## src/rtl/rram_cmd_fifo.sv

```systemverilog
// Show-ahead command/data FIFO with active-low push/pop strobes, sitting in front of rram_controller_fsm.
// Optional high-water-mark output is enabled with `define RRAM_CMD_FIFO_HWM_EN.
module rram_cmd_fifo #(
    parameter int DATA_WIDTH = 20,
    parameter int DEPTH      = 16,
    parameter int AF_LEVEL   = 12,
    parameter int AE_LEVEL   = 2,
    localparam int AW        = $clog2(DEPTH),
    localparam int CW        = $clog2(DEPTH+1)
) (
    input  logic                  CLK,
    input  logic                  reset_n,
    input  logic                  flush,
    input  logic                  push_n,
    input  logic [DATA_WIDTH-1:0] din,
    output logic                  full,
    output logic                  almost_full,
    input  logic                  pop_n,
    output logic [DATA_WIDTH-1:0] dout,
    output logic                  empty,
    output logic                  almost_empty,
    output logic [CW-1:0]         count,
`ifdef RRAM_CMD_FIFO_HWM_EN
    output logic [CW-1:0]         hwm,
`endif
    output logic                  overflow,
    output logic                  underflow
);

    logic [DATA_WIDTH-1:0] mem [DEPTH];
    logic [AW:0]           wr_ptr, rd_ptr;
    logic [CW-1:0]         count_nxt;
    logic                  push_ok, pop_ok;

    // Status comes only from registered pointers/count, so no din/strobe reaches an output.
    assign empty        = (wr_ptr == rd_ptr);
    assign full         = (wr_ptr[AW-1:0] == rd_ptr[AW-1:0]) && (wr_ptr[AW] != rd_ptr[AW]);
    assign almost_full  = (count >= CW'(AF_LEVEL));
    assign almost_empty = (count <= CW'(AE_LEVEL));
    assign dout         = empty ? '0 : mem[rd_ptr[AW-1:0]];

    // A pop frees a slot on the same edge, so a full FIFO still takes a push alongside it.
    assign pop_ok    = !flush && !pop_n && !empty;
    assign push_ok   = !flush && !push_n && (!full || pop_ok);
    assign count_nxt = count + CW'(push_ok) - CW'(pop_ok);

    always_ff @(posedge CLK) begin
        if (push_ok) mem[wr_ptr[AW-1:0]] <= din;
    end

    always_ff @(posedge CLK or negedge reset_n) begin
        if (!reset_n) begin
            wr_ptr    <= '0;
            rd_ptr    <= '0;
            count     <= '0;
            overflow  <= 1'b0;
            underflow <= 1'b0;
        end else if (flush) begin
            wr_ptr    <= '0;
            rd_ptr    <= '0;
            count     <= '0;
            overflow  <= 1'b0;
            underflow <= 1'b0;
        end else begin
            if (push_ok) wr_ptr <= wr_ptr + 1'b1;
            if (pop_ok)  rd_ptr <= rd_ptr + 1'b1;
            count <= count_nxt;
            if (!push_n && !push_ok) overflow  <= 1'b1;
            if (!pop_n && empty)     underflow <= 1'b1;
        end
    end

`ifdef RRAM_CMD_FIFO_HWM_EN
    always_ff @(posedge CLK or negedge reset_n) begin
        if (!reset_n)              hwm <= '0;
        else if (flush)            hwm <= '0;
        else if (count_nxt > hwm)  hwm <= count_nxt;
    end
`endif

`ifndef SYNTHESIS
    a_strobe_known: assert property (@(posedge CLK) disable iff (!reset_n)
        !$isunknown({push_n, pop_n}))
        else $error("rram_cmd_fifo: X on push_n/pop_n");
`endif

endmodule

```

## config.mk

```make
export PLATFORM = sky130hd
export DESIGN_NAME = rram_cmd_fifo
export DESIGN_NICKNAME = d
export VERILOG_FILES = /design/src/rtl/rram_cmd_fifo.sv
export SDC_FILE = /design/constraint.sdc
export NUM_CORES = 1
export LEC_CHECK = 0
export ABC_AREA = 1
export CAP_MARGIN = 20
export CORE_ASPECT_RATIO = 0.9
export CORE_UTILIZATION = 50
export CTS_CLUSTER_DIAMETER = 200
export DETAILED_ROUTE_END_ITERATION = 8
export GPL_TIMING_DRIVEN = 0
export PLACE_DENSITY = 0.79
export SLEW_MARGIN = 40
export SYNTH_ARGS = -nofsm -noshare
export SYNTH_HDL_FRONTEND = slang
export SYNTH_SLANG_ARGS = --single-unit
export TNS_END_PERCENT = 20
```

## constraint.sdc

```tcl
create_clock -name CLK -period 3.8 [get_ports CLK]
set_clock_uncertainty 0.15 [all_clocks]
set_input_delay 0.76 -clock CLK [delete_from_list [all_inputs] [get_ports CLK]]
set_output_delay 0.76 -clock CLK [all_outputs]
set_load 0.01 [all_outputs]
```

==> impl_metrics.sql, run 1 <==
INSERT INTO impl_metrics (metric_group, metric, value, unit) VALUES
('yosys', 'post_synth_instance_area', '14100', 'µm²'),
('clocking', 'cts.sink_count', '337', ''),
('cells_and_area', 'multi_input_comb_area', '3580', 'µm²'),
('cells_and_area', 'drive_gt1_share', '12.4', '%'),
('clocking', 'clk_root_buffer_cell', 'sky130_fd_sc_hd__clkbuf_16', ''),
('clocking', 'clock_tree_from_tritoncts', 'done', ''),
('placement', 'io_buffers', '55', ''),
('global_route', 'first_global_vias', '9956', ''),
('timing', 'finalCritPeriodShare', '98.9', '%'),
('timing', 'tightest_slew', '0.769', 'ns'),
('yosys', 'ys_seq_area_share', '71.1', '%'),
('global_route', 'gr-total-overflow', '0', ''),
('yosys', 'share_of_flip_flops_with_an_asynchronous_set_or_reset', '5.04', '%'),
('worst_setup_path', 'timing_worst_setup_path_type', 'reg -> out', ''),
('routing', 'met1_length', '13400', 'µm'),
('run', 'drv.max_cap_violation_count', '0', ''),
('yosys', 'yosysWarningCount', '0', ''),
('yosys', 'prevailing_post_synth_register_cell', 'sky130_fd_sc_hd__edfxtp_1', ''),
('worst_hold_path', 'min-delay-path-class', 'in -> async', ''),
('outcome', 'violations_in_the_final_reports', 'design-rule violations', ''),
('timing', 'slew_headroom', '48.6', '%'),
('floorplan', 'design.die.area', '28900', 'µm²'),
('cells_and_area', 'layout.area.seq', '10000', 'µm²'),
('cells_and_area', 'num-fill-cells', '2047', ''),
('placement', 'gp_routability_congestion', '0.888', ''),
('global_route', 'global_route.usage.total', '25.6', '%'),
('yosys', 'syn_inst', '1220', ''),
('clocking', 'register_clock_pin_slew_on_the_reported_worst_setup_and_hold_paths', '0.06', 'ns'),
('power_and_ir_drop', 'power', '9.12', 'mW'),
('placement', 'placement.setup.worst_slack', '0.235', 'ns'),
('worst_setup_path', 'crit_fanout', '10', ''),
('routing', 'drc', '8', ''),
('global_route', 'grt_pass1_wl', '55300', 'µm'),
('worst_setup_path', 'setup_crit_end_kind', 'primary output', ''),
('timing', 'unrepaired_setup_endpoints_after_global_routing', 'true', ''),
('power_and_ir_drop', 'power.density_cell_area', '546', 'nW/µm²'),
('clocking', 'h-tree-depth', '2', ''),
('routing', 'detail_route.wl_per_cell', '20.7', 'µm'),
('cells_and_area', 'syn_to_final_growth', '18.3', '%'),
('worst_setup_path', 'timing.critical_path.required', '2.89', 'ns'),
('worst_setup_path', 'cp_data_arrival_time', '2.85', 'ns'),
('timing', 'clock.fmax', '266', 'MHz'),
('global_route', 'grt_start_max_net_pins', '18', ''),
('placement', 'place_hpwl', '23600', 'µm'),
('cells_and_area', 'fin_nets', '1396', ''),
('timing', 'finalHoldWorstSlack', '0.00458', 'ns'),
('timing', 'slew_viol_final', '0', ''),
('worst_setup_path', 'cp-start-kind', 'flip-flop', ''),
('power_and_ir_drop', 'p_leak', '6.11', 'nW'),
('clocking', 'cts_setup_buffers', '0', ''),
('floorplan', 'placeableCoreArea', '27400', 'µm²'),
('routing', 'routed-wl-met3', '4070', 'µm'),
('clocking', 'longest_clk_path_bufs', '3', ''),
('routing', 'ant_nets', '0', ''),
('routing', 'drt-total-wl', '35900', 'µm'),
('yosys', 'mappedNetlistNets', '1259', ''),
('timing', 'report.final.hold_viol_count', '0', ''),
('cells_and_area', 'final_core_util', '61.0', '%'),
('yosys', 'synth.avg_cell_area', '11.6', 'µm²'),
('routing', 'wl_met2', '17000', 'µm'),
('timing', 'final.setup.tns', '0', 'ns'),
('clocking', 'source_to_sink_clock_delay_at_the_later_pin_of_the_worst_skew_pair', '0.51', 'ns'),
('timing', 'period_minus_slack', '3.76', 'ns'),
('timing', 'timing.final.ws_setup', '0.0432', 'ns'),
('floorplan', 'placement_rows', '57', ''),
('power_and_ir_drop', 'worst_ir_drop_vdd', '0.000319', 'V'),
('yosys', 'synth.ff_latch_count', '337', ''),
('cells_and_area', 'antennaDiodeCount', '0', ''),
('clocking', 'cts_made_buffers', '36', ''),
('floorplan', 'io_pins', '56', ''),
('timing', 'final-setup-viol-count', '0', ''),
('yosys', 'synth-edff-count', '320', ''),
('floorplan', 'dieHeight', '161', 'µm'),
('routing', 'route.vias.total', '10131', ''),
('routing', 'drt_iter0_markers', '1403', ''),
('routing', 'top_layer', 'met4', ''),
('routing', 'drtPass1Iterations', '9', ''),
('outcome', 'run_status', 'finished, violations left', ''),
('floorplan', 'initial_util', '51.5', '%'),
('routing', 'vias_per_cell', '5.83', ''),
('yosys', 'count_of_cell_types_in_the_netlist', '28', ''),
('clocking', 'post_cts_hold_buffer_count', '0', ''),
('global_route', 'grt_antenna_before_repair', '0', ''),
('floorplan', 'die_width', '179', 'µm');
==> critical path, stage by stage, from the launching register on <==
cell and delay, ns:
sky130_fd_sc_hd__dfrtp_1 0.36, sky130_fd_sc_hd__clkbuf_4 0.19, sky130_fd_sc_hd__inv_2 0.09, sky130_fd_sc_hd__buf_4 0.19, sky130_fd_sc_hd__clkbuf_4 0.20, sky130_fd_sc_hd__nor2_1 0.15, sky130_fd_sc_hd__o21ai_0 0.14, sky130_fd_sc_hd__nand3_1 0.12
sky130_fd_sc_hd__a21oi_1 0.10, sky130_fd_sc_hd__nor2_2 0.22, sky130_fd_sc_hd__clkdlybuf4s50_1 0.57
==> stage by stage <==
step           area (µm²)  instances
2_1_floorplan       14100       1220
4_1_cts             16600       1737
3_5_place_dp        15500       1673
5_1_grt             16700       1737
3_3_place_gp        15100       1629
6_report            16700       1737
==> sequential cells by signal, summed over array words and instances, names as in the netlist <==
register,flops
wr_ptr,5
underflow,1
rd_ptr,5
mem,320
overflow,1
count,5
==> power breakdown <==
part	total, mW	internal, mW	switching (mW)
registers	4.15	4.12	0.0331
logic	1.63	0.599	1.03
clock network	3.34	1.93	1.41
==> worst paths after layout <==
kind / from / slack [ns] / cells after the start / end
setup / recovery: rd_ptr[1] / 0.04 / 10 / dout[0]
max in group asynchronous: reset_n / 3.19 / 1 / rd_ptr[0]
min in group CLK: underflow / 0.36 / 2 / underflow
hold reg to reg: underflow / 0.36 / 2 / underflow
setup reg to reg: rd_ptr[3] / 0.68 / 17 / count[4]
hold / removal: reset_n / 0.005 / 1 / count[1]
==> cells in the final DEF (no fill, tap or decap), types with 37 or more instances in the layout <==
cell and n:
sky130_fd_sc_hd__inv_1 66, sky130_fd_sc_hd__nand3_1 95, sky130_fd_sc_hd__edfxtp_1 320, sky130_fd_sc_hd__buf_4 38, sky130_fd_sc_hd__clkbuf_16 37, sky130_fd_sc_hd__clkdlybuf4s50_1 52, sky130_fd_sc_hd__o211ai_1 40, sky130_fd_sc_hd__nor2_1 268
sky130_fd_sc_hd__o21ai_0 124, sky130_fd_sc_hd__nand2_1 133
==> layout make-up <==
class	count	share of cell area, %
sequential	337	60.1
multi-input combinational	740	21.4
clock buffer	47	5.77
timing repair buffer	99	5.16
tap	354	2.65
buffer	73	2.42
inverter	70	1.57
clock inverter	17	0.869
==> repair_timing <==
item                       in CTS  in global routing
resized for setup              16                 31
setup endpoints to repair      11                 21
hold endpoints to repair        0                  0
pin swaps                       0                  1
==> kinds of logic after synthesis <==
family | count (synthesis) | synth area share [%]
compound gates | 195 | 7.65
flops | 337 | 71.1
xor+xnor | 7 | 0.435
buf+inv | 143 | 4.23
simple gates | 524 | 15.2
fa+ha+maj | 14 | 1.30
==> cells in the mapped netlist, types with 2 or more instances <==
cell                       count  area, µm²
sky130_fd_sc_hd__nand2_2       2       12.5
sky130_fd_sc_hd__nor3_1       15       75.1
sky130_fd_sc_hd__dfrtp_1      17        425
sky130_fd_sc_hd__ha_1         13        163
sky130_fd_sc_hd__o21ai_0     124        621
sky130_fd_sc_hd__inv_2         4       15.0
sky130_fd_sc_hd__edfxtp_1    320       9610
sky130_fd_sc_hd__nor2_1      272       1020
sky130_fd_sc_hd__clkbuf_1     28        105
sky130_fd_sc_hd__o211ai_1     40        300
sky130_fd_sc_hd__nand4_1       3       18.8
sky130_fd_sc_hd__nand3_1      95        475
sky130_fd_sc_hd__inv_1        66        248
sky130_fd_sc_hd__buf_1         6       22.5
sky130_fd_sc_hd__xor2_1        6       52.6
sky130_fd_sc_hd__nand2_1     133        499
sky130_fd_sc_hd__buf_2        36        180
sky130_fd_sc_hd__a21oi_1      26        130
sky130_fd_sc_hd__buf_4         2       15.0
sky130_fd_sc_hd__o21ai_1       4       20.0
==> per-layer routing <==
layer  up-vias  track usage, %
met3       124            5.37
li1       4524               -
met2       660            40.7
met4         0            10.8
met1      4823            34.1
met5         -               0
Note: power is estimated with default switching activity, not from simulation.
==> inputs of run 2 (changes only) <==
HOLD_SLACK_MARGIN = 0.1   (was default)
clock period = 4.35 ns   (was 3.8 ns; I/O delays follow)
==> impl_metrics.sql, run 2 (synthesized netlist as in run 1, its figures left out) <==
INSERT INTO impl_metrics (metric_group, metric, value, unit) VALUES
('timing', 'clock.fmax', '245', 'MHz'),
('floorplan', 'placeableCoreArea', '27400', 'µm²'),
('worst_setup_path', 'worst-r2r-setup-slack', '1.05', 'ns'),
('routing', 'ant_nets', '0', ''),
('worst_setup_path', 'cp-start-kind', 'flip-flop', ''),
('clocking', 'cts_made_buffers', '36', ''),
('floorplan', 'dieHeight', '161', 'µm'),
('floorplan', 'die_width', '179', 'µm'),
('floorplan', 'io_pins', '56', ''),
('worst_setup_path', 'timing.critical_path.max_delay_family', 'buffers and inverters', ''),
('placement', 'io_buffers', '55', ''),
('global_route', 'grt_antenna_before_repair', '0', ''),
('cells_and_area', 'antennaDiodeCount', '0', ''),
('clocking', 'post_cts_hold_buffer_count', '0', ''),
('timing', 'finalCritPeriodShare', '93.7', '%'),
('cells_and_area', 'flip_flop_count_of_the_largest_register_after_layout', '320', ''),
('routing', 'vias_per_cell', '5.81', ''),
('worst_setup_path', 'cp_data_arrival_time', '3.06', 'ns'),
('outcome', 'run_status', 'finished, violations left', ''),
('routing', 'drt-total-wl', '35800', 'µm'),
('timing', 'slew_viol_final', '0', ''),
('cells_and_area', 'num-fill-cells', '2075', ''),
('clocking', 'clk_root_buffer_cell', 'sky130_fd_sc_hd__clkbuf_16', ''),
('cells_and_area', 'drive_gt1_share', '11.5', '%'),
('outcome', 'violations_in_the_final_reports', 'design-rule violations', ''),
('timing', 'finalHoldWorstSlack', '0.116', 'ns'),
('routing', 'drtPass1Iterations', '9', ''),
('timing', 'timing.final.ws_setup', '0.274', 'ns'),
('routing', 'route.vias.total', '10100', ''),
('cells_and_area', 'final_design_area_no_fill', '16600', 'µm²'),
('global_route', 'global_route.usage.total', '25.6', '%'),
('worst_setup_path', 'regToRegEndpoint', 'count[4]', ''),
('global_route', 'first_global_vias', '9932', ''),
('clocking', 'clock_tree_from_tritoncts', 'done', ''),
('power_and_ir_drop', 'worst_ir_drop_vdd', '0.000279', 'V'),
('placement', 'gp_routability_congestion', '0.888', ''),
('worst_setup_path', 'cpPeakStageDelay', '0.58', 'ns'),
('worst_hold_path', 'min-delay-path-class', 'in -> async', ''),
('worst_setup_path', 'timing.rr.start', 'rd_ptr[3]', ''),
('cells_and_area', 'most-common-layout-cells', 'sky130_fd_sc_hd__edfxtp_1 (320), sky130_fd_sc_hd__nor2_1 (271), sky130_fd_sc_hd__nand2_1 (133), sky130_fd_sc_hd__o21ai_0 (124), sky130_fd_sc_hd__nand3_1 (95)', ''),
('floorplan', 'placement_rows', '57', ''),
('timing', 'period_minus_slack', '4.08', 'ns'),
('clocking', 'source_to_sink_clock_delay_at_the_later_pin_of_the_worst_skew_pair', '0.51', 'ns'),
('worst_setup_path', 'critical_path.n_buffers_inverters', '5', ''),
('cells_and_area', 'multi_input_comb_area', '3560', 'µm²'),
('timing', 'slew_headroom', '47.6', '%'),
('routing', 'drt_iter0_markers', '1436', ''),
('worst_setup_path', 'setup_crit_end_kind', 'primary output', ''),
('routing', 'detail_route.wl_per_cell', '20.6', 'µm'),
('cells_and_area', 'fin_nets', '1396', ''),
('timing', 'tightest_slew', '0.784', 'ns'),
('worst_setup_path', 'timing_worst_setup_path_type', 'reg -> out', ''),
('power_and_ir_drop', 'power.density_cell_area', '478', 'nW/µm²'),
('power_and_ir_drop', 'p_leak', '6.03', 'nW'),
('global_route', 'grt_start_max_net_pins', '18', ''),
('global_route', 'gr-total-overflow', '0', ''),
('clocking', 'cts.sink_count', '337', ''),
('floorplan', 'design.die.area', '28900', 'µm²'),
('clocking', 'h-tree-depth', '2', ''),
('worst_setup_path', 'worstRegToRegCells', '17', ''),
('worst_setup_path', 'slowest_stage', 'sky130_fd_sc_hd__clkdlybuf4s50_1', ''),
('clocking', 'cts.repair.resized', '0', ''),
('timing', 'final.setup.tns', '0', 'ns'),
('run', 'drv.max_cap_violation_count', '0', ''),
('clocking', 'cts_setup_buffers', '0', ''),
('clocking', 'register_clock_pin_slew_on_the_reported_worst_setup_and_hold_paths', '0.06', 'ns'),
('clocking', 'longest_clk_path_bufs', '3', ''),
('cells_and_area', 'layout.area.seq', '10000', 'µm²'),
('worst_setup_path', 'crit_fanout', '10', ''),
('timing', 'report.final.hold_viol_count', '0', ''),
('placement', 'placement.setup.worst_slack', '0.675', 'ns'),
('cells_and_area', 'mostFrequentLayoutCell', 'sky130_fd_sc_hd__edfxtp_1', ''),
('placement', 'place_hpwl', '23600', 'µm'),
('placement', 'postPlaceCellArea', '15500', 'µm²'),
('routing', 'drc', '8', ''),
('timing', 'final-setup-viol-count', '0', ''),
('global_route', 'grt_pass1_wl', '55300', 'µm'),
('timing', 'unrepaired_setup_endpoints_after_global_routing', 'false', ''),
('worst_setup_path', 'timing.critical_path.required', '3.33', 'ns'),
('worst_setup_path', 'path_cells', 'buf_2 -> inv_2 -> buf_2 -> buf_2 -> o211ai_1 -> nand3_1 -> nand2_1 -> nand2_1 -> nand2_1 -> nor2_1 -> clkdlybuf4s50_1', ''),
('floorplan', 'initial_util', '51.5', '%'),
('cells_and_area', 'syn_to_final_growth', '17.7', '%');
## run 2: worst max-delay path by stage
| stage | start | endpoint | slack [ns] | cells after the start |
|---|---|---|---|---|
| final | rd_ptr[1] | dout[10] | 0.27 | 11 |
| after global routing | rd_ptr[1] | dout[10] | 0.14 | 11 |
| after CTS | rd_ptr[1] | dout[10] | 0.30 | 11 |
| after detailed placement | flush | mem[6][8] | 0.68 | 9 |
| after global placement | flush | mem[3][8] | -0.93 | 7 |
| after floorplan | flush | mem[12][0] | 0.89 | 6 |
## run 2: per-stage QoR
stage | util, % | cells | total power, mW
2_1_floorplan | - | 1220 | 4.47
3_3_place_gp | 55.1 | 1629 | 5.00
3_5_place_dp | 56.6 | 1673 | 5.06
4_1_cts | 60.6 | 1737 | 7.94
5_1_grt | 60.6 | 1737 | 8.21
6_report | 60.6 | 1737 | 7.93
## run 2: cell type report
class,instances,share of cell area [%]
Buffer,73,2.01
Sequential cell,337,60.5
Clock inverter,17,0.875
Tap cell,354,2.67
Clock buffer,47,5.81
Multi-Input combinational cell,740,21.4
Inverter,70,1.58
Timing Repair Buffer,99,5.16
## run 2: report_power, final
| part | total, mW | internal [mW] | switching [mW] |
|---|---|---|---|
| Combinational | 1.39 | 0.496 | 0.893 |
| Clock | 2.91 | 1.69 | 1.23 |
| Sequential | 3.63 | 3.60 | 0.0288 |
| Total | 7.93 | 5.78 | 2.15 |
## run 2: per-layer routing
metal | track usage (%) | vias to the layer above | wire length [µm] | part of all wire [%]
met1 | 34.2 | 4781 | 13400 | 37
met4 | 10.6 | 0 | 1510 | 4.2
met5 | 0 | - | 0 | 0
li1 | - | 4520 | - | -
met2 | 40.9 | 678 | 16900 | 47
met3 | 5.06 | 121 | 3980 | 11
